`src/rtl/demux_stream_pkg.sv`:
```
// Shared types and constants for the demux_stream block.
package demux_stream_pkg;

  // Output stage occupancy
  typedef enum logic {
    ST_EMPTY = 1'b0,
    ST_FULL  = 1'b1
  } state_e;

  // Per-channel transfer counter width and saturation value
  localparam int unsigned CNT_W = 16;
  localparam logic [CNT_W-1:0] CNT_MAX = 16'hFFFF;

endpackage : demux_stream_pkg

```
`src/rtl/demux_stream_dec.sv`:
```
// Channel select decoder: one-hot channel enable plus out-of-range flag.
module demux_stream_dec #(
  parameter  int unsigned NCH = 4,
  localparam int unsigned SW  = $clog2(NCH)
) (
  input  logic [SW-1:0]  sel,
  input  logic           en,
  output logic [NCH-1:0] onehot,
  output logic           oor
);

  logic [NCH-1:0] match;

  // Decode sel; anything that matches no channel is out of range
  always_comb begin
    match = '0;
    for (int unsigned i = 0; i < NCH; i++) begin
      match[i] = (sel == SW'(i));
    end
    onehot = en ? match : '0;
    oor    = en & ~(|match);
  end

endmodule : demux_stream_dec

```
`src/rtl/demux_stream.sv`:
```
// Registered 1-to-NCH stream demultiplexer with valid/ready on every side.
// Optional per-channel saturating transfer counters: define DEMUX_STREAM_CNT_EN.
module demux_stream
  import demux_stream_pkg::*;
#(
  parameter  int unsigned DW  = 8,
  parameter  int unsigned NCH = 4,
  localparam int unsigned SW  = $clog2(NCH)
) (
  input  logic                 clk,
  input  logic                 rst_n,
  input  logic                 in_valid,
  output logic                 in_ready,
  input  logic [DW-1:0]        in_data,
  input  logic [SW-1:0]        in_sel,
  output logic [NCH-1:0]       out_valid,
  input  logic [NCH-1:0]       out_ready,
  output logic [DW-1:0]        out_data,
  output logic                 err_sel
`ifdef DEMUX_STREAM_CNT_EN
  ,
  output logic [NCH*CNT_W-1:0] cnt_flat,
  input  logic                 clr_cnt
`endif
);

  state_e         state;
  logic [SW-1:0]  hold_sel;
  logic [NCH-1:0] sel_onehot;
  logic           sel_oor;
  logic           hs;
  logic           load;
  logic           drain;

  demux_stream_dec #(
    .NCH (NCH)
  ) u_dec (
    .sel    (in_sel),
    .en     (in_valid),
    .onehot (sel_onehot),
    .oor    (sel_oor)
  );

  // Handshake qualifiers; in_ready depends only on state and out_ready
  always_comb begin
    in_ready = (state == ST_EMPTY) | out_ready[hold_sel];
    drain    = (state == ST_FULL) & out_ready[hold_sel];
    hs       = in_valid & in_ready;
    load     = hs & ~sel_oor;
  end

  // Output stage FSM with registered valid/data/error
  always_ff @(posedge clk or negedge rst_n) begin
    if (!rst_n) begin
      state     <= ST_EMPTY;
      hold_sel  <= '0;
      out_data  <= '0;
      out_valid <= '0;
      err_sel   <= 1'b0;
    end else begin
      err_sel <= hs & sel_oor;
      case (state)
        ST_EMPTY: begin
          if (load) begin
            state     <= ST_FULL;
            hold_sel  <= in_sel;
            out_data  <= in_data;
            out_valid <= sel_onehot;
          end
        end
        ST_FULL: begin
          if (load) begin
            hold_sel  <= in_sel;
            out_data  <= in_data;
            out_valid <= sel_onehot;
          end else if (drain) begin
            state     <= ST_EMPTY;
            out_valid <= '0;
          end
        end
        default: begin
          state     <= ST_EMPTY;
          out_valid <= '0;
        end
      endcase
    end
  end

`ifdef DEMUX_STREAM_CNT_EN
  logic [CNT_W-1:0] cnt_q [NCH];

  // Saturating per-channel transfer counters; clear wins over increment
  always_ff @(posedge clk or negedge rst_n) begin
    if (!rst_n) begin
      for (int unsigned i = 0; i < NCH; i++) cnt_q[i] <= '0;
    end else begin
      for (int unsigned i = 0; i < NCH; i++) begin
        if (clr_cnt) begin
          cnt_q[i] <= '0;
        end else if (out_valid[i] && out_ready[i] && (cnt_q[i] != CNT_MAX)) begin
          cnt_q[i] <= cnt_q[i] + CNT_W'(1);
        end
      end
    end
  end

  // Flatten counters onto the output port
  always_comb begin
    cnt_flat = '0;
    for (int unsigned i = 0; i < NCH; i++) begin
      cnt_flat[i*CNT_W +: CNT_W] = cnt_q[i];
    end
  end
`endif

endmodule : demux_stream
```
`config.mk`:
```
export PLATFORM = sky130hd
export DESIGN_NAME = demux_stream
export DESIGN_NICKNAME = d
export VERILOG_FILES = /design/src/rtl/demux_stream_pkg.sv /design/src/rtl/demux_stream_dec.sv /design/src/rtl/demux_stream.sv
export SDC_FILE = /design/constraint.sdc
export NUM_CORES = 1
export LEC_CHECK = 0
export CORE_UTILIZATION = 43
export CTS_BUF_LIST = sky130_fd_sc_hd__clkbuf_16
export DETAILED_ROUTE_END_ITERATION = 12
export PLACE_DENSITY = 0.87
export SLEW_MARGIN = 20
export SYNTH_ARGS = -nofsm -noshare
export SYNTH_HDL_FRONTEND = slang
export SYNTH_SLANG_ARGS = --single-unit
```
`constraint.sdc`:
```
create_clock -name clk -period 3.35 [get_ports clk]
set_input_delay 0.67 -clock clk [delete_from_list [all_inputs] [get_ports clk]]
set_output_delay 0.67 -clock clk [all_outputs]
set_load 0.1 [all_outputs]
```
# Yosys cells after proc, flatten, opt, wreduce, memory -nomap -nowiden

Index checks and enable logic that the tools add are counted.
W data, S select, Z words.

Memory bits (read-only): 0
Bits in registers: 16
Bits in latches: 0
Input bits: 17
Output and inout port bits: 14
Bits in writable memories: 0
Memories: 0

Div/mod/pow operators: 0
Multiply operators: 0
Mux-type cells: 13
Add/sub/neg operators: 0
Equal/unequal tests: 5
Reductions and logical operators: 3
Magnitude comparators: 1
Shift operators: 0
Bitwise operators: 9

Operators with widths:

| kind                 | count |
|---|---|
| $mux W4              | 4 |
| $mux W8              | 1 |
| $pmux W4 S2          | 1 |
| $and A1 B1 Y1        | 5 |
| $eq A2 B2 Y1 const B | 2 |
| $mux W1              | 4 |
| $reduce_or A4 Y1     | 1 |
| $lt A2 B3 Y1 const B | 1 |
| $ne A3 B1 Y1 const B | 1 |
| $not A1 Y1           | 3 |
| $bmux W1 S2          | 1 |
| $eq A2 B1 Y1 const B | 1 |
| $logic_not A2 Y1     | 1 |
| $mux W2              | 1 |
| $ne A2 B2 Y1 const B | 1 |
| $pmux W1 S2          | 1 |
| $reduce_and A2 Y1    | 1 |
| $or A1 B1 Y1         | 1 |

# Depth between registers and ports, before layout

Gate-level depths: netlist of run 1.

Word-level depth: 8
Depth in mapped cells: 4

# By module

Synthesis of run 1 repeated with hierarchy kept, for this count alone.

Cell total of the unflattened synthesis: 70
Area total of the unflattened synthesis: 849.6 um^2

By module, submodules not included:

| module           | sequential area each (um^2) | area each (um^2) | cells an instance | times used |
|---|---|---|---|---|
| demux_stream     | 400.4                       | 800.8            | 64                | 1 |
| demux_stream_dec | 0.0                         | 48.8             | 6                 | 1 |

# Worst setup path after synthesis of run 1

Ideal clock, no wire load.

Kind: input to output
Start: input out_ready[0]
End: output in_ready
Arrival: 1.582 ns
Cell stages on the path: 3
Path slack: 1.098 ns
Path through: mux2_4 -> o22ai_2 -> inv_1

Word-level cells in the longest chain between the ends: 3

RTL lines:

| item                          | line               | text |
|---|---|---|
| start: declaration            | demux_stream.sv:17 | `input logic [NCH-1:0] out_ready,` |
| $bmux W1 S2                   | demux_stream.sv:46 | `in_ready = (state == ST_EMPTY) \| out_ready[hold_sel];` |
| $mux W1 (not written as such) | demux_stream.sv:46 |  |
| $or A1 B1 Y1                  | demux_stream.sv:46 |  |
| end: declaration              | demux_stream.sv:13 | `output logic in_ready,` |

Every way passes these cells. The select of a mux whose other input is x is not followed.

# Final worst setup path of run 1

Start: input out_ready[2]
End: output in_ready

Same word-level chain as after synthesis.

==> reports/results.env, run 1 <==
FINISHED_CELL_AREA_SQ_MM=0.00109
SETUP_REPAIR_AFTER_GLOBAL_ROUTING_MISSED_ITS_MARGIN='no'
WL_MET1_UM=553
MAX_FREQ_MHz=380
WORST-R2R-SETUP-SLACK_NS=1.76
POST_CTS_BUFFERS=0
SYNTH.CELL_AREA_SQ_UM=713
WORST_SLACK_NS=0.719
SEQUENTIAL_CELL_AREA_SQ_UM=400
NUM_VIAS=549
HOLD_PATH_STAGES=1
P_INT_mW=0.569
WL_MET2_UM=756
DRIVE_ABOVE_1_SHARE_PCT=35.7
ARRIVAL_WORST_ENDPOINT_NS=1.96
ANTENNA_VIOLATING_NETS_LEFT=0
REPORT.POWER.TOTAL_mW=1.13
MIN-DELAY-PATH-CLASS='reg2reg'
PERIOD_MINUS_WS_FINAL_NS=2.63
HTREE_NUM_LEVELS=1
AVGROUTEDWIREPERCELL_UM=14.5
DPL_WORST_SLACK_NS=0.722
SETUP_VIOL=0
FINAL_CELL_COUNT_NO_FILL=100
POST_CTS_RESIZE_COUNT=0
NUMPLACEDINSTANCES=96
FINAL.SETUP.TNS_NS=0
YS_SEQ_ELEMENTS=16
SLEW_HEADROOM_PCT=35.6
ROWS=14
MAXCAPVIOLATIONS=0
P_SW_SHARE_PCT=49.8
CTS_TREE='built'
MAXUSEDROUTINGLAYER='met4'
SEQUENTIALPOWERSHARE_PCT=25.0
NUMBER_OF_GLOBAL_ROUTE_VIAS_BEFORE_REPAIR=602
POWER.IR.VDD_WORST_uV=686
POWER.SHARE.CLOCK_PCT=19.7
DRCVIOLATIONCOUNT=0
NUMBER_OF_ANTENNA_VIOLATIONS_AT_THE_FIRST_CHECK_IN_GLOBAL_ROUTING=0
NETLIST-CELL-TYPE-COUNT=19
HOLD_START='out_valid[1]$_DFFE_PN0P_'
POWER.DENSITY_CELL_AREA_mW_PER_MM2=1040
CTS_HOLD_REPAIR.BUFFERS=0
GLOBAL_ROUTE_WIRE_LENGTH_BEFORE_REPAIR_MM=2.46
WORSTSETUPPATHTYPE='in2out'
DETAILED_PLACE_HPWL_MM=1.09
POST_DRT_VIA_CELL_RATIO=5.49
POSTROUTEWIRELENGTH_MM=1.45
HOLD_VIOLATIONS=0
SETUP.WORST_PATH.START_CLASS='input port'
PORT_BUFFERS=30
POSTSYNTHNETCOUNT=68
TIMING.CRITICAL_PATH.REQUIRED_NS=2.68
IOS=31
FINAL_REPORT_MAX_SLEW_VIOLATION_COUNT=0
DESIGN.FINAL.NETS=102
FLOORPLAN.DIE.WIDTH_UM=42.7
SYNTHCELLS=51
DETAILEDROUTE.FIRSTPASSITERATIONCOUNT=4
FIN_SKEW_NS=0.00225
CTS_INSERTED_BUFFERS=3
DPL-INSTANCE-AREA_SQ_MM=0.00101
OUTCOME='complete, no violations'
CRITICAL_PATH.REG2REG.ENDPOINT='out_data[3]$_DFFE_PN0P_'
DRT-INITIAL-DRC-COUNT=3
GRT_MAX_DEGREE=17
CRIT_FANOUT=4
CTS_SINKS=16
CRIT_SLOWEST_CELL='sky130_fd_sc_hd__clkdlybuf4s50_1'
PLACEABLECOREAREA_SQ_MM=0.00152
WORST_PIN_SLEW_NS=0.963
LARGEST_INCREMENTAL_DELAY_ON_THE_CRITICAL_PATH_NS=0.42
UTILIZATION_PCT=71.4
PART_OF_THE_YOSYS_AREA_USED_FOR_SEQUENTIAL_ELEMENTS_PCT=56.1
HOLDWS_NS=0.485
WORST_SKEW_PAIR.LATE_LATENCY_NS=0.24
DIEHEIGHT_UM=42.7
CLOCKBUFFERDEPTH=2
SYN_TO_FINAL_GROWTH_PCT=52.6
START_UTIL_PCT=46.8
DR_WL_MET3_UM=121
POST_SYNTH.CELL_AREA_AVG_SQ_UM=14.0
NETSWITCHINGPOWER_mW=0.564
MULTI_INPUT_COMB_AREA_SQ_UM=302
ANTENNA_CELLS=0
CLKSLEWWORSTSETUPHOLDPATHS_NS=0.05
CTS_ROOT_BUF='sky130_fd_sc_hd__clkbuf_16'
GLOBALPLACE.CONGESTION=0.855
SETUP.WORST_PATH.END_CLASS='primary output'
CELLLEAKAGEPOWER_nW=0.472
GROUTE.USAGE.OVERALL_PCT=18.3
TIMING.CRITICAL_PATH.CELLS='clkdlybuf4s50_1, mux2_4, o22ai_2, inv_1, buf_12'
SHARE_COMB_OF_TOTAL_POWER_PCT=55.3
WORST-R2R-CELL-COUNT=3
WORSTHOLDENDPOINT='out_valid[1]$_DFFE_PN0P_'
SYNTH-WARNING-COUNT=0
FINAL.PERIOD_UTILIZATION_PCT=78.5
REG2REG_FROM='hold_sel[1]$_DFFE_PN0P_'
GLOBALROUTEOVERFLOWTOTAL=0
N_FILL_CELL=106
AREA_ENCLOSED_BY_THE_DIE_BOUNDARY_SQ_MM=0.00183
[per-layer routing]
metal / up-vias / track usage [%]
met5: - / 0
met4: 0 / 5.63
met3: 2 / 6.38
met2: 27 / 32.4
met1: 263 / 20.5
li1: 257 / -
[sequential cells by signal, indices dropped and copies added (netlist names)]
register	cells
err_sel	1
hold_sel	2
out_data	8
out_valid	4
state	1
[cells by family after synthesis]
logic type | share of synthesized area, %
other | 0.526
AO/OA/AOI/OAI | 16.0
flip-flops | 56.1
AND/OR/NAND/NOR | 7.37
buffers and inverters | 1.58
multiplexers | 18.4
[critical path, delay by kind of cell]
family | cells | cell delay, ns
buf+inv | 3 | 0.76
mux | 1 | 0.30
compound gates | 1 | 0.22
[cell usage after synthesis (all sizes together)]
master / count / area, sq um
o22ai: 1 / 12.5
o2bb2ai: 3 / 26.3
a32o: 2 / 20.0
nand3: 1 / 5.00
nand3b: 2 / 15.0
nand2b: 3 / 18.8
nand2: 1 / 3.75
conb: 1 / 3.75
o221ai: 2 / 35.0
nor2: 1 / 3.75
dfrtp: 16 / 400
inv: 2 / 7.51
mux2: 11 / 131
o211ai: 2 / 15.0
clkbuf: 1 / 3.75
o21ai: 1 / 5.00
or2: 1 / 6.26
[power by group through the flow]
| stage | Sequential (mW) | Combinational [mW] | Clock [mW] |
|---|---|---|---|
| after floorplan | 0.609 | 0.155 | 0 |
| after global placement | 0.284 | 0.619 | 0 |
| after detailed placement | 0.285 | 0.628 | 0 |
| after CTS | 0.284 | 0.631 | 0.229 |
| after global routing | 0.290 | 0.647 | 0.239 |
| final | 0.284 | 0.626 | 0.223 |
[worst max-delay path by stage]
stage,slack (ns),to,from,depth (start not counted)
floorplan,1.10,in_ready,out_ready[0],3
global placement,0.75,in_ready,out_ready[2],5
detailed placement,0.72,in_ready,out_ready[2],5
CTS,0.71,in_ready,out_ready[2],5
global route,0.64,in_ready,out_ready[2],5
finish,0.72,in_ready,out_ready[2],5
[layout make-up]
type	count	area share (%)
Clock buffer	3	6.90
Clock inverter	1	0.345
Inverter	2	0.690
Multi-Input combinational cell	32	27.7
Sequential cell	16	36.8
Tap cell	16	1.84
Timing Repair Buffer	30	25.7
[layout by cell type, fill, tap and decap left out, drive strengths merged, types with 2 or more instances in the layout]
cell type      instances
mux2                  11
buf                   13
o211ai                 2
inv                    2
a32o                   2
dfrtp                 16
clkdlybuf4s50         17
clkbuf                 3
o2bb2ai                3
nand3b                 2
nand2b                 3
o221ai                 2
(Power assumes the default switching activity.)
==> inputs of run 2 (changes only) <==
--- a/config.mk
+++ b/config.mk
@@ -5,10 +5,10 @@
 export SDC_FILE = /design/constraint.sdc
 export NUM_CORES = 1
 export LEC_CHECK = 0
-export CORE_UTILIZATION = 43
+export CORE_UTILIZATION = 36
 export CTS_BUF_LIST = sky130_fd_sc_hd__clkbuf_16
 export DETAILED_ROUTE_END_ITERATION = 12
-export PLACE_DENSITY = 0.87
+export PLACE_DENSITY = 0.78
 export SLEW_MARGIN = 20
 export SYNTH_ARGS = -nofsm -noshare
 export SYNTH_HDL_FRONTEND = slang
==> constraint.sdc (replaced) <==
create_clock -name clk -period 2.19 [get_ports clk]
set_input_delay 0.438 -clock clk [delete_from_list [all_inputs] [get_ports clk]]
set_output_delay 0.438 -clock clk [all_outputs]
set_load 0.1 [all_outputs]
==> reports/results.env, run 2 (synthesis gave the netlist of run 1 again) <==
FINAL.SETUP.TNS_NS=0
AREA_ENCLOSED_BY_THE_DIE_BOUNDARY_SQ_MM=0.00216
FINAL_REPORT_MAX_SLEW_VIOLATION_COUNT=0
DRCVIOLATIONCOUNT=0
UTILIZATION_PCT=62.0
CELLLEAKAGEPOWER_nW=0.478
WORSTSETUPPATHTYPE='in2out'
NUMPLACEDINSTANCES=106
ANTENNA_VIOLATING_NETS_LEFT=0
HOLD_VIOLATIONS=0
PERIOD_MINUS_WS_FINAL_NS=2.11
SYN_TO_FINAL_GROWTH_PCT=54.9
MAX_FLOP_REGISTER='out_data'
GLOBALPLACE.CONGESTION=0.811
SLEW_HEADROOM_PCT=54.2
WORST_SLACK_NS=0.0808
IOS=31
CRITPATHLAUNCH='out_ready[2]'
LARGEST_REG_FLOPS=8
CLOCKBUFFERDEPTH=2
PLACEABLECOREAREA_SQ_MM=0.00178
HOLD_START='out_valid[1]$_DFFE_PN0P_'
DETAILEDROUTE.FIRSTPASSITERATIONCOUNT=4
PORT_BUFFERS=30
REPORT.POWER.TOTAL_mW=1.74
P_INT_mW=0.879
CRITICAL_PATH.REG2REG.ENDPOINT='out_data[2]$_DFFE_PN0P_'
FINISHED_CELL_AREA_SQ_MM=0.00110
SEQUENTIALPOWERSHARE_PCT=24.7
SETUP_REPAIR_AFTER_GLOBAL_ROUTING_MISSED_ITS_MARGIN='no'
POST_CTS_BUFFERS=0
FINAL_CELL_COUNT_NO_FILL=110
DPL_WORST_SLACK_NS=0.0979
MIN-DELAY-PATH-CLASS='reg2reg'
CTS_HOLD_REPAIR.BUFFERS=0
WORST_SKEW_PAIR.LATE_LATENCY_NS=0.25
TIMING.CRITICAL_PATH.REQUIRED_NS=1.75
SETUP.WORST_PATH.END_CLASS='primary output'
NUMBER_OF_ANTENNA_VIOLATIONS_AT_THE_FIRST_CHECK_IN_GLOBAL_ROUTING=0
GLOBAL_ROUTE_WIRE_LENGTH_BEFORE_REPAIR_MM=2.12
FLOORPLAN.DIE.WIDTH_UM=46.5
ROWS=15
MAXCAPVIOLATIONS=0
CTS_ROOT_BUF='sky130_fd_sc_hd__clkbuf_16'
GROUTE.USAGE.OVERALL_PCT=15.0
AVGROUTEDWIREPERCELL_UM=13.3
NUM_VIAS=524
START_UTIL_PCT=40.0
POWER.DENSITY_CELL_AREA_mW_PER_MM2=1580
DPL-INSTANCE-AREA_SQ_MM=0.00103
HTREE_NUM_LEVELS=1
REG2REG_FROM='hold_sel[1]$_DFFE_PN0P_'
POWER.IR.VDD_WORST_uV=775
MAX_FREQ_MHz=474
NUMBER_OF_GLOBAL_ROUTE_VIAS_BEFORE_REPAIR=518
POST_DRT_VIA_CELL_RATIO=4.76
WORST_PIN_SLEW_NS=0.684
CLKSLEWWORSTSETUPHOLDPATHS_NS=0.05
DIEHEIGHT_UM=46.5
DESIGN.FINAL.NETS=103
CTS_TREE='built'
LAYOUT_TOP_REGISTERS='out_data x8, out_valid x4, hold_sel x2'
POST_CTS_RESIZE_COUNT=0
CTS_INSERTED_BUFFERS=3
POSTROUTEWIRELENGTH_MM=1.46
ARRIVAL_WORST_ENDPOINT_NS=1.67
DRT-INITIAL-DRC-COUNT=1
HOLDWS_NS=0.494
HOLD_PATH_STAGES=1
P_SW_SHARE_PCT=49.6
GRT_MAX_DEGREE=17
CRIT_FANOUT=4
COMMONEST_CELLS_AFTER_ROUTING_FILL_AND_TAPS_ASIDE='16 x sky130_fd_sc_hd__dfrtp_1, 16 x sky130_fd_sc_hd__clkdlybuf4s50_1, 14 x sky130_fd_sc_hd__buf_4'
WORSTHOLDENDPOINT='out_valid[1]$_DFFE_PN0P_'
WORST-R2R-CELL-COUNT=3
SETUP_VIOL=0
GLOBALROUTEOVERFLOWTOTAL=0
DRIVE_ABOVE_1_SHARE_PCT=37.6
SETUP.WORST_PATH.START_CLASS='input port'
FIN_SKEW_NS=0.00263
WORST-R2R-SETUP-SLACK_NS=0.61
SHARE_COMB_OF_TOTAL_POWER_PCT=55.2
NETSWITCHINGPOWER_mW=0.865
ANTENNA_CELLS=0
POWER.SHARE.CLOCK_PCT=20.1
OUTCOME='complete, no violations'
CTS_SINKS=16
FINAL.PERIOD_UTILIZATION_PCT=96.3
run 2: layout make-up:
cell class / instances / area [sq um]
Clock buffer: 3 / 75.1
Multi-Input combinational cell: 32 / 302
Timing Repair Buffer: 31 / 285
Clock inverter: 1 / 3.75
Fill cell: 149 / 678
Sequential cell: 16 / 400
Inverter: 2 / 7.51
Tap cell: 25 / 31.3
run 2: routing by layer:
metal | global-route usage, % | vias up | routed length [um]
li1 | - | 258 | -
met1 | 16.6 | 245 | 600
met2 | 24.2 | 17 | 754
met3 | 5.88 | 4 | 74
met4 | 8.82 | 0 | 30
met5 | 0 | - | 0
run 2: worst max path at each step:
stage | to | cells after the start | slack (ns)
2_1_floorplan | hold_sel[1]$_DFFE_PN0P_ | 4 | 0.30
5_1_grt | in_ready | 5 | 0.05
4_1_cts | in_ready | 5 | 0.08
6_report | in_ready | 5 | 0.08
3_5_place_dp | in_ready | 5 | 0.1
3_3_place_gp | in_ready | 5 | 0.14
run 2: critical path, stage by stage:
cell                              delay [ns]
sky130_fd_sc_hd__clkdlybuf4s50_1        0.43
sky130_fd_sc_hd__mux2_4                 0.30
sky130_fd_sc_hd__o22ai_2                0.18
sky130_fd_sc_hd__inv_1                  0.13
sky130_fd_sc_hd__buf_12                 0.19
run 2: power groups by stage:
stage,logic [mW],clock network [mW],registers [mW]
finish,0.962,0.351,0.431
global route,0.994,0.376,0.441
CTS,0.969,0.363,0.433
detailed placement,0.966,0,0.437
global placement,0.961,0,0.434
floorplan,0.237,0,0.931
